--- src/rtl/alarm_dismiss_challenge.sv ---
// alarm_dismiss_challenge: random button-sequence alarm dismissal; CHALLENGE_TIMEOUT_EN adds an inactivity timeout
module alarm_dismiss_challenge #(
  parameter int NUM_BTN = 4,
  parameter int BTN_W = $clog2(NUM_BTN),
  parameter int SEQ_LEN = 4,
  parameter int RAND_W = 8,
  parameter int TIMEOUT_CYCLES = 1000000
) (
  input  logic                         i_Clk,
  input  logic                         i_Reset_n,
  input  logic [RAND_W-1:0]            i_Random_Num,
  input  logic                         i_Alarm_Active,
  input  logic [NUM_BTN-1:0]           i_Buttons,
  output logic [BTN_W-1:0]             o_Target_Btn,
  output logic [$clog2(SEQ_LEN+1)-1:0] o_Progress,
  output logic                         o_Busy,
  output logic                         o_Dismiss,
  output logic                         o_Error
);
  localparam int SEQ_W = SEQ_LEN * BTN_W;
  localparam int PW = $clog2(SEQ_LEN + 1);
  localparam int IW = SEQ_LEN > 1 ? $clog2(SEQ_LEN) : 1;
  typedef enum logic [1:0] {IDLE, ACTIVE, DONE} state_t;
  state_t state_q, state_d;
  logic [SEQ_W-1:0] seq_q, seq_d;
  logic [IW-1:0] idx_q, idx_d;
  logic [BTN_W-1:0] target_q, target_d;
  logic [PW-1:0] progress_q, progress_d;
  logic busy_q, busy_d, dismiss_q, dismiss_d, error_q, error_d;
  logic timeout, act, hit, miss, start, last;
`ifdef CHALLENGE_TIMEOUT_EN
  localparam int CW = $clog2(TIMEOUT_CYCLES);
  logic [CW-1:0] cnt_q, cnt_d;
  assign timeout = cnt_q == CW'(TIMEOUT_CYCLES - 1) && i_Buttons == '0;
  assign cnt_d = (state_q != ACTIVE || i_Buttons != '0 || timeout) ? '0 : cnt_q + 1'b1;
  always_ff @(posedge i_Clk or negedge i_Reset_n)
    if (!i_Reset_n) cnt_q <= '0;
    else cnt_q <= cnt_d;
`else
  assign timeout = 1'b0;
`endif
  assign act = state_q == ACTIVE && i_Alarm_Active;
  assign hit = i_Buttons == (NUM_BTN'(1) << target_q);
  assign miss = act && ((i_Buttons != '0 && !hit) || timeout);
  assign start = state_q == IDLE && i_Alarm_Active;
  assign last = idx_q == IW'(SEQ_LEN - 1);
  always_comb begin
    state_d = state_q;
    seq_d = seq_q;
    idx_d = idx_q;
    target_d = target_q;
    progress_d = progress_q;
    busy_d = busy_q;
    dismiss_d = 1'b0;
    error_d = 1'b0;
    if (start || miss) begin
      state_d = ACTIVE;
      seq_d = i_Random_Num[SEQ_W-1:0];
      idx_d = '0;
      target_d = i_Random_Num[BTN_W-1:0];
      progress_d = '0;
      busy_d = 1'b1;
      error_d = miss;
    end else if (act && hit && last) begin
      state_d = DONE;
      busy_d = 1'b0;
      dismiss_d = 1'b1;
      progress_d = PW'(SEQ_LEN);
    end else if (act && hit) begin
      idx_d = idx_q + 1'b1;
      progress_d = progress_q + 1'b1;
      target_d = seq_q[(int'(idx_q) + 1) * BTN_W +: BTN_W];
    end else if (state_q != IDLE && !i_Alarm_Active) begin
      state_d = IDLE;
      idx_d = '0;
      target_d = '0;
      progress_d = '0;
      busy_d = 1'b0;
    end
  end
  always_ff @(posedge i_Clk or negedge i_Reset_n)
    if (!i_Reset_n) begin
      state_q <= IDLE;
      seq_q <= '0;
      idx_q <= '0;
      target_q <= '0;
      progress_q <= '0;
      busy_q <= 1'b0;
      dismiss_q <= 1'b0;
      error_q <= 1'b0;
    end else begin
      state_q <= state_d;
      seq_q <= seq_d;
      idx_q <= idx_d;
      target_q <= target_d;
      progress_q <= progress_d;
      busy_q <= busy_d;
      dismiss_q <= dismiss_d;
      error_q <= error_d;
    end
  assign o_Target_Btn = target_q;
  assign o_Progress = progress_q;
  assign o_Busy = busy_q;
  assign o_Dismiss = dismiss_q;
  assign o_Error = error_q;
endmodule

--- config.mk ---
export PLATFORM = sky130hd
export DESIGN_NAME = alarm_dismiss_challenge
export DESIGN_NICKNAME = d
export VERILOG_FILES = /design/src/rtl/alarm_dismiss_challenge.sv
export SDC_FILE = /design/constraint.sdc
export NUM_CORES = 1
export LEC_CHECK = 0
export BUFFER_PORTS_ARGS = -buffer_cell sky130_fd_sc_hd__clkbuf_2
export CAP_MARGIN = 20
export CELL_PAD_IN_SITES_DETAIL_PLACEMENT = 0
export CELL_PAD_IN_SITES_GLOBAL_PLACEMENT = 1
export CORE_MARGIN = 4
export CORE_UTILIZATION = 43
export DETAILED_ROUTE_END_ITERATION = 12
export PLACE_DENSITY = 0.92
export SETUP_SLACK_MARGIN = 0.1
export SYNTH_ARGS = -nofsm -noshare
export SYNTH_HDL_FRONTEND = slang
export SYNTH_SLANG_ARGS = --single-unit
--- constraint.sdc ---
create_clock -name i_Clk -period 4.39 [get_ports i_Clk]
set_input_delay 1.317 -clock i_Clk [delete_from_list [all_inputs] [get_ports i_Clk]]
set_output_delay 1.317 -clock i_Clk [all_outputs]
set_load 0.005 [all_outputs]
==> impl_metrics.csv, run 1 <==
group,metric,value,unit
finish,area_growth,17.9,%
sta,fin_setup_tns,0,ns
setup_path,worst-path-buf-inv,1,
placed_design,dp_cells,131,
yosys,synth_area_per_cell,11.7,µm²
yosys,synth_top_area_share,44.4,%
yosys,post_synth_inst_count,82,
yosys,synth_ff_type,"dfrtp_1",
clocking,cts_root_buffer,"clkbuf_4",
placed_design,placed_area,0.00110,mm²
sta,drv_slew,0,
finish,finalNetCount,126,
floorplan,fp-row-count,16,
drt,vias,752,
drt,drc,0,
sta,fmax,0.360,GHz
setup_path,cp_max_fo,6,
clocking,cts_buffers,3,
clocking,clk_pin_slew_worst_paths,0.10,ns
sta,period_share,63.3,%
finish,fin_cells,135,
setup_path,crit_path_end,"o_Target_Btn[1]$_DFFE_PN0P_",
sta,skew,0.00617,ns
drt,drt_iter0_drc,3,
placed_design,preCtsSetupSlack,1.32,ns
setup_path,worstPathRequired,4.63,ns
floorplan,die_height,55.2,µm
sta,setup_viol,0,
global_route,grt_pass1_wl,3.16,mm
sta,hold_ws,0.513,ns
yosys,synth-seq-area-share,44.4,%
finish,utilization,55.3,%
clocking,cts_buffer_depth,2,
setup_path,critPathSlowestCell,"or4_4",
yosys,synth_async_sr_flop_share,100,%
setup_path,cp-start-kind,"input pin",
setup_path,crit_type,"input pin to flop",
setup_path,worstSetupPathDepth,6,
yosys,ys_ff_latch,17,
finish,num_antenna_cells,0,
setup_path,crit_path_max_incr_delay,0.45,ns
sta,hold_viol,0,
sta,setup_ws,1.61,ns
yosys,synth_top_cell_by_area,"dfrtp_1",
placed_design,gp_congestion,0.830,
setup_path,arrival,3.02,ns
global_route,grt_pass1_vias,740,
setup_path,worstSetupStartpoint,"i_Buttons[3]",
drt,routed_wl,1.88,mm
yosys,yosys.cell_types.count,35,
yosys,syn-cell-area,957,µm²
setup_path,reg2reg_to,"o_Target_Btn[1]$_DFFE_PN0P_",
drt,routedWlPerCell,13.9,µm
yosys,synth_warnings,0,
floorplan,core,0.00204,mm²
power,powerDensity,301,mW/mm²
drt,ant_nets,0,
setup_path,r2r_start,"o_Target_Btn[0]$_DFFE_PN0P_",
sta,slew_headroom,63.8,%
floorplan,die_area,0.00304,mm²
clocking,clock_latency,0.29,ns
power,leakagePower,0.516,nW
setup_path,crit_path_end_kind,"flop",
yosys,synth.area.top_cells,"dfrtp_1, mux2_2, mux2i_1, a41oi_4, ha_1",
clocking,cts_tree,"done",
drt,vias_per_cell,5.57,
yosys,synth_edf_count,0,
setup_path,r2r_slack,2.33,ns
global_route,grt.overflow.total,0,
placed_design,dp.final_hpwl,1.45,mm
drt,drtPass1Iterations,3,
floorplan,die_w,55.2,µm
floorplan,start_util,46.9,%
global_route,grt_usage,14.8,%
finish,final_area,0.00113,mm²
floorplan,pin_count,23,
global_route,grt_max_degree,18,
clocking,cts.sink_count,17,
job,cap_violations,0,
clocking,ctsHtreeMaxLevel,1,
global_route,antenna_found_initial,0,
setup_path,crit_chain,"clkbuf_2 > or3_4 > or4_4 > a31oi_1 > o2bb2ai_1 > mux2_2",
placed_design,port_buffers,22,
yosys,syn_nets,99,
sta,worst_slew_pin_slew,0.535,ns
clocking,cts_resized,0,
sta,finalCriticalPeriod,2.78,ns
power,peakVddDrop,246,µV
sta,rsz0062_at_grt,"no",
power,p_total,0.340,mW
clocking,cts_hold_buf,0,
setup_path,worst_r2r_path_depth,5,
clocking,post_cts_buffers,0,
finish,drive_gt1_share,42.6,%
setup_path,cp_top_family,"simple AND/OR/NAND/NOR gates",
run_status,outcome,"finished clean",
worst_hold_path,min_path_type,"flop to flop",
## worst min path at each step
stage / startpoint / end / slack [ns] / cells past startpoint
after global routing: seq_q[5]$_DFFE_PN0P_ / seq_q[5]$_DFFE_PN0P_ / 0.55 / 1
final: seq_q[2]$_DFFE_PN0P_ / seq_q[2]$_DFFE_PN0P_ / 0.51 / 1
after detailed placement: seq_q[5]$_DFFE_PN0P_ / seq_q[5]$_DFFE_PN0P_ / 0.49 / 1
after global placement: seq_q[4]$_DFFE_PN0P_ / seq_q[4]$_DFFE_PN0P_ / 0.49 / 1
after floorplan: seq_q[2]$_DFFE_PN0P_ / seq_q[2]$_DFFE_PN0P_ / 0.48 / 1
after CTS: seq_q[2]$_DFFE_PN0P_ / seq_q[2]$_DFFE_PN0P_ / 0.52 / 1
## power breakdown
part	internal (mW)	switching [mW]	leakage (nW)
registers	0.172	0.0181	0.218
clock network	0.0338	0.0498	0.0177
logic	0.0351	0.0314	0.281
total	0.241	0.0993	0.516
## cell usage after synthesis (all sizes together) (2+ instances only)
cell type,count
o21ai,3
nand3,3
mux2,9
or3,2
inv,5
or4,2
mux2i,3
ha,2
o2bb2ai,2
nand2,5
a21oi,2
nor2,6
a31oi,3
dfrtp,17
## per-layer routing
layer | vias up | track usage, % | part of all wire (%)
met5 | - | 0 | 0
met4 | 0 | 5.26 | 0.69
met3 | 2 | 3.49 | 4.9
met2 | 19 | 25.0 | 49
met1 | 362 | 18.3 | 45
li1 | 369 | - | -
## registers in the layout, summed over array words and instances (netlist names)
register	flops
o_Dismiss	1
state_q	2
idx_q	2
o_Error	1
o_Target_Btn	2
seq_q	6
o_Progress	3
## layout by cell type (no fill, tap or decap), types with 2 or more instances in the layout
cell type   n
a21oi_1     2
clkbuf_2   22
clkbuf_4    3
dfrtp_1    17
o21ai_0     3
inv_1       5
ha_1        2
o2bb2ai_1   2
mux2_2      9
nand3_1     2
nand2_1     5
a31oi_1     3
nor2_1      6
mux2i_1     3
## worst reg2reg max path, stage by stage, from the launching register on
cell and delay [ns]:
dfrtp_1 0.52, nor4b_1 0.50, nand3_1 0.25, a31oi_1 0.41
o2bb2ai_1 0.17, mux2_2 0.16
## cells by family (layout without fill, tap and decap cells)
group           count (synthesis)  in the layout  synth area share (%)
compound gates                 18             18                  16.5
fa+ha+maj                       2              2                  2.61
buf+inv                         5             31                  1.96
flops                          17             17                  44.4
mux                            12             12                  13.7
simple gates                   28             28                  20.8
## layout make-up
class,count,area [µm²]
clock inverters,1,5.00
inverters,5,18.8
repair buffers,22,110
well taps,27,33.8
fillers,201,913
multi-input cells,60,513
clock buffers,3,22.5
flip-flops and latches,17,425
Power figures use the tool's default switching activity.
==> inputs of run 2 (changes only) <==
--- a/config.mk
+++ b/config.mk
@@ -10,9 +10,9 @@
 export CELL_PAD_IN_SITES_DETAIL_PLACEMENT = 0
 export CELL_PAD_IN_SITES_GLOBAL_PLACEMENT = 1
 export CORE_MARGIN = 4
-export CORE_UTILIZATION = 43
+export CORE_UTILIZATION = 40
 export DETAILED_ROUTE_END_ITERATION = 12
-export PLACE_DENSITY = 0.92
+export PLACE_DENSITY = 0.88
 export SETUP_SLACK_MARGIN = 0.1
 export SYNTH_ARGS = -nofsm -noshare
 export SYNTH_HDL_FRONTEND = slang
==> constraint.sdc (replaced) <==
create_clock -name i_Clk -period 2.9 [get_ports i_Clk]
set_input_delay 0.87 -clock i_Clk [delete_from_list [all_inputs] [get_ports i_Clk]]
set_output_delay 0.87 -clock i_Clk [all_outputs]
set_load 0.005 [all_outputs]
==> run 2 against run 1 <==
Compared with the run above: die area increased by 6.4%; sequential share of layout area decreased by 0.25 points; clock power increased by 49%; cell count increased by 1.5%; first-iteration DRC count increased to 6.0 times the previous value; final area increased by 0.67%; combinational power increased by 55%; utilization decreased by 4.9 points; via count increased by 3.5%; setup slack got worse by 1.0 ns; total power increased by 52%; sequential cell count unchanged; critical path type unchanged.
==> impl_metrics.csv, run 2 (synthesis results as in run 1) <==
group,metric,value,unit
clocking,ctsHtreeMaxLevel,1,
power,peakVddDrop,312,µV
finish,multi_input_area,513,µm²
sta,hold_viol,0,
finish,regMostFlops,"seq_q",
setup_path,worstPathRequired,3.13,ns
setup_path,crit_type,"input pin to flop",
clocking,cts_hold_buf,0,
drt,drtPass1Iterations,4,
setup_path,arrival,2.55,ns
power,powerDensity,455,mW/mm²
power,pwr-share-clk,24.2,%
sta,slew_headroom,70.0,%
drt,routedWlPerCell,14.3,µm
sta,skew,0.00224,ns
setup_path,crit_path_end_kind,"flop",
drt,routed_wl,1.96,mm
finish,finalNetCount,127,
drt,vias_per_cell,5.68,
clocking,cts_buffers,3,
clocking,post_cts_buffers,0,
clocking,cts_tree,"done",
global_route,grt_max_degree,18,
finish,num_antenna_cells,0,
power,p_sw_share,28.7,%
clocking,clk_pin_slew_worst_paths,0.09,ns
power,p_switching,0.148,mW
placed_design,port_buffers,22,
floorplan,core,0.00225,mm²
power,internal-power,0.368,mW
drt,ant_nets,0,
placed_design,placed_area,0.00111,mm²
sta,rsz0062_at_grt,"no",
global_route,grt_pass1_wl,3.35,mm
run_status,outcome,"finished clean",
finish,utilization,50.4,%
global_route,grt.overflow.total,0,
clocking,cts.sink_count,17,
global_route,grt_usage,13.2,%
worst_hold_path,min_path_type,"input pin to asynchronous set/reset pin",
sta,fin_setup_tns,0,ns
sta,hold_ws,0.490,ns
sta,setup_ws,0.585,ns
finish,layout_commonest_cell,"clkbuf_2",
setup_path,cp_max_fo,6,
clocking,cts_buffer_depth,2,
floorplan,die_height,56.9,µm
setup_path,r2r_start,"o_Target_Btn[1]$_DFFE_PN0P_",
setup_path,reg2reg_to,"o_Target_Btn[0]$_DFFE_PN0P_",
drt,drt_iter0_drc,18,
placed_design,gp_congestion,0.804,
clocking,cts_root_buffer,"clkbuf_4",
sta,drv_slew,0,
setup_path,worst_r2r_path_depth,5,
floorplan,die_area,0.00324,mm²
drt,drc,0,
clocking,cts_resized,0,
setup_path,worstSetupStartpoint,"i_Buttons[3]",
clocking,clock_latency,0.29,ns
placed_design,preCtsSetupSlack,0.271,ns
floorplan,die_w,56.9,µm
job,cap_violations,0,
finish,final_area,0.00114,mm²
power,pwr-share-seq,56.0,%
global_route,antenna_found_initial,0,
power,leakagePower,0.519,nW
setup_path,cp-start-kind,"input pin",
placed_design,dp.final_hpwl,1.54,mm
sta,period_share,79.8,%
finish,largest_reg_flops,6,
finish,fill_cells,235,
finish,drive_gt1_share,42.2,%
sta,finalCriticalPeriod,2.32,ns
sta,setup_viol,0,
power,power_frac_comb,19.9,%
finish,final_cell_mix,"clkbuf_2, dfrtp_1, mux2_2",
global_route,grt_pass1_vias,743,
setup_path,r2r_slack,0.87,ns
finish,regArea,425,µm²
floorplan,start_util,42.5,%
floorplan,pin_count,23,
floorplan,fp-row-count,17,
sta,worst_slew_pin_slew,0.444,ns
sta,fmax,0.432,GHz
drt,vias,778,
finish,area_growth,18.7,%
## run 2: cell count changes in the layout (fill, tap and decap cells not counted), sizes merged
cell / delta
buf: +1
clkinv: -1
clkbuf: +1
## run 2: per-layer routing
| metal | up-vias | share of wire, % | track usage, % |
|---|---|---|---|
| met5 | - | 0 | 0 |
| met4 | 0 | 0.66 | 2.98 |
| met3 | 2 | 6.2 | 4.60 |
| met2 | 26 | 51 | 21.9 |
| li1 | 372 | - | - |
| met1 | 378 | 42 | 16.6 |
## run 2: worst max path at each step
stage          slack [ns]  cells after the start                           to
2_1_floorplan        0.52                      4         seq_q[2]$_DFFE_PN0P_
3_3_place_gp         0.34                      5         seq_q[5]$_DFFE_PN0P_
3_5_place_dp         0.27                      6  o_Target_Btn[0]$_DFFE_PN0P_
4_1_cts              0.58                      6  o_Target_Btn[0]$_DFFE_PN0P_
5_1_grt              0.49                      6  o_Target_Btn[1]$_DFFE_PN0P_
6_report             0.58                      6  o_Target_Btn[0]$_DFFE_PN0P_
## run 2: worst max-delay path, stage by stage
cell and delay [ns]:
clkbuf_2 0.12, or3_4 0.40, or4_4 0.45, a31oi_1 0.37
o2bb2ai_1 0.17, mux2_2 0.17
## run 2: area by class of cell
| type | instances | share of cell area, % |
|---|---|---|
| multi-input combinational | 60 | 45.2 |
| inverter | 5 | 1.65 |
| timing repair buffer | 23 | 10.4 |
| clock buffer | 4 | 2.31 |
| tap | 28 | 3.08 |
| sequential | 17 | 37.4 |
## run 2: power groups by stage
stage | clock network [mW] | logic (mW) | registers [mW]
finish | 0.125 | 0.103 | 0.289
CTS | 0.133 | 0.105 | 0.289
detailed placement | 0 | 0.104 | 0.294
global route | 0.143 | 0.116 | 0.294
floorplan | 0 | 0.0667 | 0.287
global placement | 0 | 0.101 | 0.292
## run 2: stage by stage
step | total power, mW | instances
after floorplan | 0.353 | 82
after global placement | 0.393 | 133
after detailed placement | 0.397 | 133
after CTS | 0.527 | 137
after global routing | 0.553 | 137
final | 0.517 | 137
==> inputs of run 3 (changes only) <==
--- a/config.mk
+++ b/config.mk
@@ -9,10 +9,11 @@
 export CAP_MARGIN = 20
 export CELL_PAD_IN_SITES_DETAIL_PLACEMENT = 0
 export CELL_PAD_IN_SITES_GLOBAL_PLACEMENT = 1
+export CORE_ASPECT_RATIO = 2
 export CORE_MARGIN = 4
-export CORE_UTILIZATION = 40
+export CORE_UTILIZATION = 36
 export DETAILED_ROUTE_END_ITERATION = 12
-export PLACE_DENSITY = 0.88
+export PLACE_DENSITY = 0.84
 export SETUP_SLACK_MARGIN = 0.1
 export SYNTH_ARGS = -nofsm -noshare
 export SYNTH_HDL_FRONTEND = slang
==> constraint.sdc (replaced) <==
create_clock -name i_Clk -period 1.9 [get_ports i_Clk]
set_input_delay 0.57 -clock i_Clk [delete_from_list [all_inputs] [get_ports i_Clk]]
set_output_delay 0.57 -clock i_Clk [all_outputs]
set_load 0.005 [all_outputs]
==> run 3 against run 2 <==
Compared with the run above: combinational power rose by 110%; critical path depth did not move; hold slack got worse by 0.26 ns; register-to-register slack got worse by 0.89 ns; first-iteration DRC count fell by 17%; count of clock-buffer cells in the layout fell by 1; highest routed layer unchanged; utilization rose by 4.3 points; clock power rose by 120%; global-route usage rose by 2.3 points; wire length rose by 21%; the flow now finishes with violations (setup timing); die area rose by 11%; sequential power rose by 52%.
==> impl_metrics.csv, run 3 (synthesis results as in run 1) <==
group,metric,value,unit
run_status,outcome,"finished with violations",
run_status,violations,"setup timing",
global_route,grt_pass1_vias,925,
clocking,cts_root_buffer,"clkbuf_8",
finish,area_growth,45.1,%
finish,largest_reg_flops,6,
sta,worst_slew_pin_slew,0.421,ns
drt,ant_nets,0,
setup_path,arrival,2.11,ns
clocking,cts.sink_count,17,
power,p_total,0.929,mW
sta,skew,0.00515,ns
sta,fmax,0.509,GHz
clocking,clk_pin_slew_worst_paths,0.07,ns
global_route,grtUsageMet1,14.1,%
worst_hold_path,min_path_type,"input pin to asynchronous set/reset pin",
setup_path,r2r_slack,-0.02,ns
finish,final_cell_mix,"clkbuf_2, buf_4, dfrtp_1",
sta,slew_headroom,71.9,%
placed_design,placed_area,0.00123,mm²
placed_design,preCtsSetupSlack,-0.367,ns
clocking,cts_tree,"done",
sta,hold_viol,0,
clocking,clock_latency,0.26,ns
setup_path,cp_top_family,"simple AND/OR/NAND/NOR gates",
sta,rsz0062_at_grt,"yes",
clocking,cts_buffer_depth,2,
drt,drtPass1Iterations,4,
setup_path,crit_path_max_incr_delay,0.48,ns
setup_path,crit_chain,"buf_6 > or3_4 > or4_4 > nand3_4 > a41oi_4 > mux2_2",
global_route,grt_pass1_wl,3.97,mm
sta,period_share,103,%
floorplan,die_w,44.5,µm
setup_path,crit_type,"input pin to flop",
clocking,ctsHtreeMaxLevel,1,
global_route,antenna_found_initial,0,
finish,final_area,0.00139,mm²
setup_path,critPathSlowestCell,"or4_4",
finish,num_antenna_cells,0,
finish,layout_commonest_cell,"clkbuf_2",
power,leakagePower,0.654,nW
sta,setup_ws,-0.0662,ns
job,cap_violations,0,
setup_path,crit_path_end_kind,"flop",
drt,drt_iter0_drc,15,
setup_path,worstPathRequired,2.04,ns
drt,routed_wl,2.37,mm
finish,regMostFlops,"seq_q",
floorplan,die_area,0.00360,mm²
finish,finalNetCount,146,
drt,routedWlPerCell,15.2,µm
power,powerDensity,669,mW/mm²
placed_design,gp_congestion,0.773,
drt,vias_per_cell,5.49,
floorplan,core,0.00254,mm²
drt,drc,0,
floorplan,die_height,80.9,µm
global_route,grt.overflow.total,0,
setup_path,cp-start-kind,"input pin",
clocking,cts_buffers,3,
sta,drv_slew,0,
global_route,grt_usage,15.5,%
global_route,busiest_layer,"met2",
placed_design,port_buffers,22,
sta,finalCriticalPeriod,1.97,ns
global_route,grt_util_met3,3.55,%
sta,hold_ws,0.233,ns
setup_path,cp_max_fo,3,
sta,fin_setup_tns,-0.280,ns
setup_path,worst-path-buf-inv,1,
global_route,grt_max_degree,18,
floorplan,start_util,37.7,%
finish,drive_gt1_share,53.9,%
sta,setup_viol,10,
placed_design,dp.final_hpwl,1.81,mm
power,peakVddDrop,450,µV
floorplan,pin_count,23,
global_route,met2_usage,27.4,%
drt,vias,857,
floorplan,fp-row-count,26,
## run 3: cell count changes in the layout (fill, tap and decap cells not counted), moves of 2 or more
cell      previous run  this run
o21ai_1              0         2
mux2_2               9         4
clkbuf_4             3         0
o21ai_0              3         1
clkbuf_8             0         3
mux2_4               0         5
buf_4                1        19
clkbuf_2            22        20
## run 3: power breakdown
part	leakage, nW	switching, mW	total [mW]	internal [mW]
logic	0.411	0.0947	0.220	0.125
registers	0.218	0.0409	0.439	0.398
clock network	0.0255	0.125	0.271	0.146
## run 3: path summary, 6_finish.rpt
check	startpoint	endpoint	depth (start not counted)
hold reg to reg	seq_q[5]$_DFFE_PN0P_	seq_q[5]$_DFFE_PN0P_	1
hold / removal	i_Reset_n	o_Progress[0]$_DFFE_PN0P_	1
min in group i_Clk	seq_q[5]$_DFFE_PN0P_	seq_q[5]$_DFFE_PN0P_	1
max in group asynchronous	i_Reset_n	o_Target_Btn[0]$_DFFE_PN0P_	1
setup reg to reg	o_Target_Btn[1]$_DFFE_PN0P_	o_Target_Btn[0]$_DFFE_PN0P_	5
setup / recovery	i_Buttons[3]	o_Target_Btn[0]$_DFFE_PN0P_	6
## run 3: layout make-up
cell class,instances,area [µm²]
Inverter,5,18.8
Multi-Input combinational cell,61,594
Clock buffer,3,41.3
Timing Repair Buffer,41,269
Clock inverter,1,5.00
Tap cell,28,35.0
Sequential cell,17,425
Fill cell,222,1150
## run 3: metal layers
| layer | vias to the layer above | wire length (µm) |
|---|---|---|
| met3 | 4 | 86 |
| met1 | 426 | 797 |
| li1 | 407 | - |
| met4 | 0 | 71 |
| met5 | - | 0 |
| met2 | 20 | 1420 |
## run 3: repair_timing
action                                  in CTS  in global routing
pin swaps                                    1                  3
endpoints found under the setup margin      15                 16
hold buffers                                 0                  0
hold endpoints to repair                     0                  0
cloned                                       1                  0
gates resized for setup                     11                  2
buffers inserted                             2                  2
## run 3: worst register-to-register path, delay by kind of cell, from the launching register on
| family | cells | cell delay [ns] |
|---|---|---|
| AND/OR/NAND/NOR | 3 | 0.95 |
| flip-flops | 1 | 0.41 |
| multiplexers | 1 | 0.30 |
| AO/OA/AOI/OAI | 1 | 0.15 |
## run 3: stage by stage
stage          util (%)  std cells
2_1_floorplan         -         82
3_3_place_gp       48.6        147
3_5_place_dp       48.6        147
4_1_cts            53.8        154
5_1_grt            54.7        156
6_report           54.7        156
